--- src/rtl/logic_op_pipe.sv ---
// Bitwise logic unit with an accumulator operand and a small result FIFO.
// Results are computed at acceptance and surface at the FIFO head one cycle later.
module logic_op_pipe #(
  parameter int WIDTH = 32,
  parameter int DEPTH = 2
) (
  input  logic                       clk,
  input  logic                       rst_n,
  input  logic [0:WIDTH-1]           X,
  input  logic [0:WIDTH-1]           Y,
  input  logic [2:0]                 op,
  input  logic                       acc,
  input  logic                       acc_clr,
  input  logic                       in_valid,
  output logic                       in_ready,
  output logic [0:WIDTH-1]           Z,
  output logic                       zero,
  output logic                       out_valid,
  input  logic                       out_ready,
  output logic [$clog2(DEPTH+1)-1:0] count
);

  localparam int PW = (DEPTH > 1) ? $clog2(DEPTH) : 1;
  localparam int CW = $clog2(DEPTH+1);

  typedef struct packed {
    logic             zero;
    logic [0:WIDTH-1] z;
  } entry_t;

  entry_t           r_mem [DEPTH];
  logic [PW-1:0]    r_wptr, r_rptr;
  logic [CW-1:0]    r_count;
  logic [0:WIDTH-1] r_acc;

  logic [0:WIDTH-1] w_b, w_res;
  logic             w_push, w_pop;

  function automatic logic [PW-1:0] ptr_inc(input logic [PW-1:0] p);
    return (p == PW'(DEPTH-1)) ? '0 : p + 1'b1;
  endfunction

  always_comb begin
    w_b   = acc ? r_acc : Y;
    w_res = '0;
    case (op)
      3'b000: w_res = X & w_b;
      3'b001: w_res = X | w_b;
      3'b010: w_res = X ^ w_b;
      3'b011: w_res = ~(X | w_b);
      3'b100: w_res = ~(X & w_b);
      3'b101: w_res = ~(X ^ w_b);
      3'b110: w_res = X & ~w_b;
      default: w_res = X;
    endcase
  end

  // rst_n gates in_ready so nothing is offered as acceptable while in reset.
  assign in_ready  = rst_n && (r_count < CW'(DEPTH));
  assign out_valid = (r_count != '0);
  assign w_push    = in_valid && in_ready;
  assign w_pop     = out_valid && out_ready;
  assign count     = r_count;
  assign Z         = out_valid ? r_mem[r_rptr].z    : '0;
  assign zero      = out_valid ? r_mem[r_rptr].zero : 1'b0;

  // Storage needs no reset: occupancy masks stale entries.
  always_ff @(posedge clk) begin
    if (w_push) r_mem[r_wptr] <= '{zero: (w_res == '0), z: w_res};
  end

  always_ff @(posedge clk or negedge rst_n) begin
    if (!rst_n) begin
      r_wptr  <= '0;
      r_rptr  <= '0;
      r_count <= '0;
      r_acc   <= '0;
    end else begin
      if (w_push) r_wptr <= ptr_inc(r_wptr);
      if (w_pop)  r_rptr <= ptr_inc(r_rptr);
      case ({w_push, w_pop})
        2'b10:   r_count <= r_count + 1'b1;
        2'b01:   r_count <= r_count - 1'b1;
        default: r_count <= r_count;
      endcase
      // An accepted op wins over a clear request in the same cycle.
      if (w_push)       r_acc <= w_res;
      else if (acc_clr) r_acc <= '0;
    end
  end

endmodule
--- config.mk ---
export PLATFORM = sky130hd
export DESIGN_NAME = logic_op_pipe
export DESIGN_NICKNAME = d
export VERILOG_FILES = /design/src/rtl/logic_op_pipe.sv
export SDC_FILE = /design/constraint.sdc
export NUM_CORES = 1
export LEC_CHECK = 0
export CELL_PAD_IN_SITES_DETAIL_PLACEMENT = 1
export CELL_PAD_IN_SITES_GLOBAL_PLACEMENT = 1
export CORE_ASPECT_RATIO = 0.8
export CORE_UTILIZATION = 30
export DETAILED_ROUTE_END_ITERATION = 7
export DONT_BUFFER_PORTS = 1
export PLACE_DENSITY_LB_ADDON = 0.1
export SYNTH_ARGS = -nofsm -noshare
export SYNTH_HDL_FRONTEND = slang
export SYNTH_SLANG_ARGS = --single-unit
export TNS_END_PERCENT = 10
--- constraint.sdc ---
create_clock -name clk -period 8.5 [get_ports clk]
set_clock_uncertainty 0.1 [all_clocks]
set_input_delay 0.85 -clock clk [delete_from_list [all_inputs] [get_ports clk]]
set_output_delay 0.85 -clock clk [all_outputs]
set_load 0.05 [all_outputs]
==> qor.txt <==
status - finished, final reports clean
synth-to-layout area growth - 6.04%
total wire length after detailed routing - 24900 um
min Tclk post-route - 3540 ps
first-pass GRT wire length - 38100 um
post_cts resized - 0
RSZ-0062 raised after global routing - false
Cells after DPL - 1107
Setup Fix Bufs, Post-CTS - 0
Hold Violations, Final - 0
Mapped Area - 8240 um2
GRT overflow - 0
EDFF count, synth - 66
Comb pwr share - 43.5%
R2R cell count - 7
commonest cells after routing, fill and taps aside - 106 x mux2i_1, 97 x ha_1, 81 x nor2_1
final instance area - 8740 um2
Switching Power - 937 uW
Worst-Skew Late Latency - 360 ps
reg-to-reg startpoint - count[0]$_DFFE_PN0P_
ys async rst share - 35.3%
Int Pwr - 1.07 mW
area of placed instances - 8450 um2
fin crit share - 41.7%
layout net count - 931
cell count after synthesis - 795
crit-path max FO - 34
peak supply drop - 0.218 mV
initial core utilization - 31.0%
P_leak - 3.94 nW
initial antenna violation count - 0
Fin Setup TNS - 0 ps
DRC viols - 0
CTS H-tree lvls - 3
via count - 5744
Die X - 187 um
WP data required - 7550 ps
Iter 0 DRT Violations - 164
antenna diode count - 0
clock buffer count from CTS - 9
crit path launch type - flip-flop
RD Place Congestion - 0.745
clock share of power - 21.0%
CP Data Arrival Time - 2590 ps
Root Buffer - clkbuf_16
Synthesized Nets - 965
number of port buffers - 0
Reg2Reg Setup Slack - 5100 ps
critical path capture point type - output pin
Seq/Total Area, Yosys - 35.0%
Synth cell types - 54
# setup viols final - 0
commonest non-fill, non-tap cell in the layout - mux2i_1
fin. max-slew vios - 0
Final HPWL DP - 17400 um
register share of total power - 35.6%
Layout fillers - 2939
GRT Total Usage - 18.0%
Hold Crit Class - in -> async
die area - 28100 um2
IO Pins - 110
transition time at the pin with the least slew margin - 1260 ps
CTS tree - built
FMAX - 0.282 GHz
Die Ht - 150 um
FF-to-FF End - count[1]$_DFFE_PN0P_
DR vias/cell - 5.11
clock sinks - 102
Mean Syn Cell Area - 10.4 um2
critical path class - reg -> out
#FFs+latches synth - 102
max cap viols - 0
total power - 2.00 mW
Post-CTS Hold Fix Bufs - 0
Clock Path Buffers - 2
Sw Share - 46.7%
Worst slew margin - 16.1%
Synth Flop Type - edfxtp_1
share of cells above drive strength 1 - 7.31%
Pre-Repair DR Iteration Count - 4
wire length per cell - 22.2 um
clk slew on worst S/H paths - 90 ps
Final Non-Filler Cells - 1123
area of the core - 26600 um2
Routed Antenna Nets - 0
Yosys warning count - 0
Power Density - 229 nW/um2
largest net degree at the start of global routing - 130
vias in the first global route - 6201
Site Rows - 53
-- through the flow --
step                hold WS, ps  utilization (%)  worst slack (ps)
floorplan                   361                -              4350
global placement            394             31.8              5020
detailed placement          398             31.8              4880
CTS                        64.4             32.9              4870
global route               59.2             32.9              4720
finish                     79.9             32.9              4960
-- critical path, stage by stage (launching register included) --
cell	delay, ps
dfrtp_2	1070
mux2i_1	360
nor2_1	790
-- power groups by stage --
stage	Clock (mW)	Combinational, mW	Sequential [mW]
finish	0.421	0.871	0.713
global route	0.452	0.942	0.725
CTS	0.434	0.881	0.716
detailed placement	0	0.878	0.726
global placement	0	0.841	0.722
floorplan	0	0.785	0.669
-- worst max path at each step --
stage / from / endpoint / cells after the start
3_3_place_gp: op[0] / r_mem[0][32]$_DFFE_PP_ / 6
3_5_place_dp: acc / r_mem[0][32]$_DFFE_PP_ / 9
2_1_floorplan: rst_n / r_mem[0][0]$_DFFE_PP_ / 5
6_report: r_rptr$_DFFE_PN0P_ / Z[24] / 2
5_1_grt: count[0]$_DFFE_PN0P_ / Z[1] / 2
4_1_cts: count[0]$_DFFE_PN0P_ / Z[5] / 2
-- state kept, by name, summed over array words and instances (netlist names) --
register and flops:
r_mem 66, r_acc 32, r_wptr 1, count 2, r_rptr 1
-- synthesized netlist by cell type (all sizes together) (8+ instances only) --
cell / instances / area (um2)
nand3b: 21 / 158
inv: 78 / 293
and2: 8 / 50.1
dfrtp: 36 / 901
xnor2: 16 / 140
mux2i: 106 / 1060
nor2b: 25 / 156
clkbuf: 26 / 97.6
nand2b: 11 / 68.8
nor2: 84 / 318
nand2: 18 / 67.6
o31ai: 10 / 75.1
o21ai: 31 / 155
o22ai: 17 / 106
buf: 25 / 198
a21oi: 8 / 40.0
mux4: 11 / 252
mux2: 28 / 315
xor2: 20 / 175
a211oi: 11 / 87.6
ha: 97 / 1210
edfxtp: 66 / 1980
-- cell type report --
cell class / count / area, um2 / share of cell area (%)
Multi-Input combinational cell: 564 / 4780 / 54.7
Sequential cell: 102 / 2880 / 33.0
Tap cell: 357 / 447 / 5.11
Inverter: 78 / 293 / 3.35
Clock buffer: 9 / 225 / 2.58
Clock inverter: 7 / 67.6 / 0.773
Timing Repair Buffer: 6 / 45.0 / 0.515
-- per-layer routing --
layer  vias up  part of all wire, %  GRT usage [%]
li1       2700                    -              -
met1      2911                   50           25.0
met2       116                   43           28.3
met3        17                  4.9           4.22
met4         0                  1.3           4.43
met5         -                    0              0
-- kinds of logic (layout without fill, tap and decap cells) --
group | after synthesis | in the layout | share of synthesized area (%)
and+or+nand+nor | 187 | 187 | 11.7
xor gates and xnor gates | 36 | 36 | 3.83
AOI/OAI and AO/OA | 99 | 99 | 7.87
muxes | 145 | 145 | 19.8
adders and majority gates | 97 | 97 | 14.7
DFF | 102 | 102 | 35.0
buffers and inverters | 129 | 100 | 7.14
No activity file was read; power rests on OpenSTA's default activity.
==> RTL change 1, RTL diff (config.mk and constraints unchanged) <==
Reset style: synchronous (`rst_n`), changed in one clocked block.
--- a/src/rtl/logic_op_pipe.sv
+++ b/src/rtl/logic_op_pipe.sv
@@ -71,3 +71,3 @@
 
-  always_ff @(posedge clk or negedge rst_n) begin
+  always_ff @(posedge clk) begin
     if (!rst_n) begin
Function: differs if rst_n is asserted again (counterexample within 4 cycles, from zero or initial values and one cycle with rst_n low); with rst_n held inactive, the same outputs for 4 cycles.
==> RTL change 1 against the unedited design <==
Sequential cell count up 1. Die area is 2.4% lower. Critical path depth grew 4. Synthesized area decreased by 2.4%. Worst setup slack gained 0.059 ns. Cell count unchanged. Routed wire length down 3.8%. Sequential power is 10% lower. Power down 15%. Cell area down 2.8%. Register-to-register slack got worse by 0.08 ns. Count of clock-buffer cells in the layout unchanged. Hold slack improved by 0.41 ns. Largest power group unchanged. Highest routed layer unchanged.
==> RTL change 1: results (changes against the unedited design) <==
- The global routing usage on met2 is 27.5% (-0.79 points).
- The clock slew seen by the registers of the worst setup and hold paths is 0.07 ns (-0.02 ns).
- The achievable clock frequency came to 0.287 GHz (+1.7%).
- The standard cell with the maximum stage delay on the critical path is nor2_2.
- The number of vias in the routed layout came to 5716 (-0.49%).
- The path depth of the worst reg2reg path is 6 (-1).
- The number of ordinary and repair buffers in the finished layout is 3 (-3).
- The clock network contribution to total cell area is 3.33% (-0.023 points).
- The fraction of cell area in non-clock buffers was 0.265% (-0.25 points).
- The end point of the critical path is count[1].
- The share of cells above drive strength 1 came to 5.22% (-2.1 points).
- The pre-CTS setup slack is 4.96 ns (+0.0795 ns).
- The filler cell count in the final layout is 2993 (+1.8%).
- The leakage power is 3.59 nW (-8.7%).
- The total number of multi-input combinational cells is 572 (+1.4%).
- By area the synthesized netlist is led by edfxtp_1 25%, ha_1 15%, mux2i_1 14%, dfxtp_1 9.2%, nor2_1 3.5%.
- The largest net degree at the start of global routing is 105 (-19%).
- The count of non-CTS inverters in the layout was 72 (-7.7%).
- The met1 global-route usage is 24.3% (-0.74 points).
- The number of sequential cells is 103 (+0.98%).
- The proportion of total power due to net switching is 43.3% (-3.4 points).
- The final weighted congestion of routability-driven global placement is 0.740 (-0.72%).
- The data arrival time at the worst-slack endpoint is 3.66 ns (+1.07 ns).
- The routed length on met3 is 1590 um (+31%).
- The setup slack on the worst flop-to-flop path is 5.02 ns (-0.08 ns).
- The largest voltage drop on the vdd net is 129 uV (-41%).
- The area taken by multi-input logic gates is 0.00475 mm2 (-0.55%).
- The highest cell delay on the worst timing path is 1.01 ns (-0.06 ns).
- The run finished with clean final reports.
- The normalized max-slew margin is 21.1% (+4.9 points).
- The final routed wire length divided by cell count is 21.4 um (-3.8%).
- The fraction of registers with async set/reset is 0% (-35 points).
- The wire length on met2 is 10700 um (-1.1%).
- The number of distinct library cell variants in the gate-level netlist after synthesis is 48 (-11%).
- The met3 demand-to-capacity share in global routing is 4.48% (+0.26 points).
- The cell family with the largest share of critical-path delay is simple AND/OR/NAND/NOR gates.
- The estimated wirelength of the detail-placed design is 17300 um (-0.92%).
- The commonest cells after synthesis are 110 x mux2i_1, 97 x ha_1, 76 x nor2_1.
- In this run the worst setup path begins at count[1].
- The net count after synthesis is 975 (+1.0%).
- The number of global-route vias before repair came to 5984 (-3.5%).
- The sequential area share after synthesis was 33.9% (-1.1 points).
- The number of DRC markers after the initial detailed-route iteration is 265 (+62%).
[RTL change 1: cell count changes after synthesis, moves of 10 or more]
cell / change
xnor2_1: -13
nand3b_1: -14
mux2_2: -13
dfrtp_1: -36
a22oi_1: +13
a21oi_1: +40
nor3b_1: +24
o21ai_1: -13
dfxtp_1: +37
nand2_1: -10
o221ai_1: +22
a211oi_1: -10
xor2_1: +11
[RTL change 1: kinds of logic (layout without fill, tap and decap cells)]
logic type / after synthesis / after routing / synth area share (%)
flops: 103 / 103 / 33.9
xor+xnor: 34 / 34 / 3.70
mux: 136 / 136 / 17.7
buf+inv: 130 / 91 / 7.22
fa+ha+maj: 97 / 97 / 15.1
compound gates: 129 / 129 / 10.7
simple gates: 176 / 176 / 11.7
[RTL change 1: metrics by stage]
| stage | total power, mW | cell area, um2 | std cells |
|---|---|---|---|
| global placement | 1.29 | 8210 | 1107 |
| floorplan | 1.22 | 8040 | 805 |
| finish | 1.70 | 8500 | 1123 |
| CTS | 1.72 | 8500 | 1123 |
| detailed placement | 1.32 | 8210 | 1107 |
| global route | 1.79 | 8500 | 1123 |
[RTL change 1: worst min path at each step]
stage                     startpoint         to  slack [ns]
after floorplan               r_wptr     r_wptr        0.44
after global placement        r_rptr  flip-flop        0.46
after detailed placement      r_rptr  flip-flop        0.48
after CTS                     r_rptr     r_rptr        0.50
after global routing           rst_n     r_rptr        0.51
final                         r_rptr  flip-flop        0.49
[RTL change 1: power by group through the flow]
stage          clock, mW  sequential, mW  combinational, mW
2_1_floorplan          0           0.619              0.600
3_3_place_gp           0           0.653              0.633
3_5_place_dp           0           0.655              0.661
4_1_cts            0.413           0.643              0.664
5_1_grt            0.432           0.648              0.709
6_report           0.400           0.641              0.655
==> RTL change 2, RTL diff (config.mk and constraints unchanged) <==
Made on the original files. Change the parameter `WIDTH` from 32 to 28.
--- a/src/rtl/logic_op_pipe.sv
+++ b/src/rtl/logic_op_pipe.sv
@@ -3,3 +3,3 @@
 module logic_op_pipe #(
-  parameter int WIDTH = 32,
+  parameter int WIDTH = 28,
   parameter int DEPTH = 2
Ports: changed (resized X, Y and Z); port bits go from 110 to 98. The function was not compared with the original's and may differ.
==> RTL change 2 against the unedited design <==
Clock power increased by 8.6%. Sequential cell count fell by 12. Routed wire length down 17%. Critical path depth increased by 4. Non-clock buffer count fell by 1. Register-to-register slack worse by 0.07 ns. Cell area is 12% lower. Synthesized cell count decreased by 9.2%. Synthesized area is 13% lower. Power is 9.4% lower. Worst setup slack better by 0.068 ns. Critical endpoint is now count[1]. Hold slack better by 0.017 ns.
==> RTL change 2: results (changes against the unedited design) <==
- Tracing the worst setup path back leads to its startpoint at count[1].
- The total routed wirelength is 20600 um (-17%).
- The clock latency on the worst-skew pair is 0.34 ns (-0.02 ns).
- Counting instances in the post-synthesis netlist gives the leading cell types as 85 x ha_1, 84 x inv_1, 80 x mux2i_1.
- The setup slack on the worst flop-to-flop path is 5.03 ns (-0.07 ns).
- The number of nets in the layout is 840 (-9.8%).
- The number of flip-flops under the largest register name is 58 (-12%).
- The largest net degree at the start of global routing is 118 (-9.2%).
- The slew at the pin with the worst max-slew slack is 1.14 ns (-0.119 ns).
- The mean instance size in the synthesized netlist is 9.98 um2 (-3.7%).
- The number of global-route vias before repair came to 5459 (-12%).
- The adder-cell share of the synthesized area is 14.8% (+0.034 points).
- The estimated wirelength of the detail-placed design is 15300 um (-12%).
- The global routing usage on met2 is 30.9% (+2.6 points).
- The ratio of final minimum period to clock period is 40.9% (-0.80 points).
- The wire length of the first global-routing pass came to 31800 um (-17%).
- The cell total after placement is 991 (-10%).
- The data arrival time at the worst-slack endpoint came to 3.63 ns (+1.04 ns).
- The end point of the critical path is count[1].
- The biggest fanout along the worst timing path is 55 (+62%).
- The complex-gate fraction of the synthesized area was 11.5% (+3.6 points).
- The net count after synthesis is 872 (-9.6%).
- The number of vias in the routed layout is 5109 (-11%).
- The met1 routed wirelength after detailed routing is 8700 um (-31%).
- The number of antenna violations at the first check in global routing was 1 (+1).
- The multiplexer area fraction after synthesis was 15.8% (-4.0 points).
- Broken down by cell family, the worst path's largest delay share belongs to simple AND/OR/NAND/NOR gates.
- The met1 global-route usage was 19.3% (-5.7 points).
- The share of cells above drive strength 1 is 7.91% (+0.60 points).
- The run finished with clean final reports.
- The number of enable flip-flop cells after synthesis is 58 (-12%).
- The met3 demand-to-capacity share in global routing is 4.50% (+0.28 points).
- The fraction of registers with async set/reset is 35.6% (+0.26 points).
- The pre-CTS setup slack is 4.84 ns (-0.0456 ns).
- The instance area at placement is 0.00736 mm2 (-13%).
- The standard cell with the maximum stage delay on the critical path is nor2b_1.
- The reg-to-reg startpoint is count[1].
- Yosys attributes the largest share of cell area to edfxtp_1 24%, ha_1 15%, dfrtp_1 11%, mux2i_1 11%, inv_1 4.4%.
- The path depth of the worst reg2reg path came to 6 (-1).
- The routed via count divided by cell count is 5.07 (-0.91%).
- The wire length on met2 came to 10400 um (-3.8%).
- The final weighted congestion of routability-driven global placement was 0.786 (+5.5%).
- The routed length on met3 is 1060 um (-13%).
- The highest cell delay on the worst timing path was 0.92 ns (-0.15 ns).
## RTL change 2: cell count changes after synthesis, moves of 15 or more
cell and change:
mux2i_1 -26, o21ai_0 +24, o21ai_1 -15, a22oi_1 +17, a21oi_1 +20, nor2_1 -23
## RTL change 2: area by class of cell
type | count | area [um2]
flip-flops and latches | 90 | 2540
diodes | 1 | 2.50
clock inverters | 7 | 116
inverters | 84 | 315
well taps | 312 | 390
clock buffers | 9 | 225
repair buffers | 5 | 37.5
fillers | 2653 | 15800
multi-input cells | 500 | 4080
## RTL change 2: worst register-to-register path: stages (launching register included)
cell	delay [ns]
dfrtp_1	0.60
nor2b_1	0.92
nand2_2	0.82
ha_1	0.52
xnor2_1	0.13
nor2_1	0.14
xor2_1	0.16
## RTL change 2: where the power goes
group | switching (mW) | internal (mW) | total [mW]
clock | 0.170 | 0.287 | 0.457
sequential | 0.0661 | 0.543 | 0.609
combinational | 0.552 | 0.198 | 0.750
total | 0.788 | 1.03 | 1.82
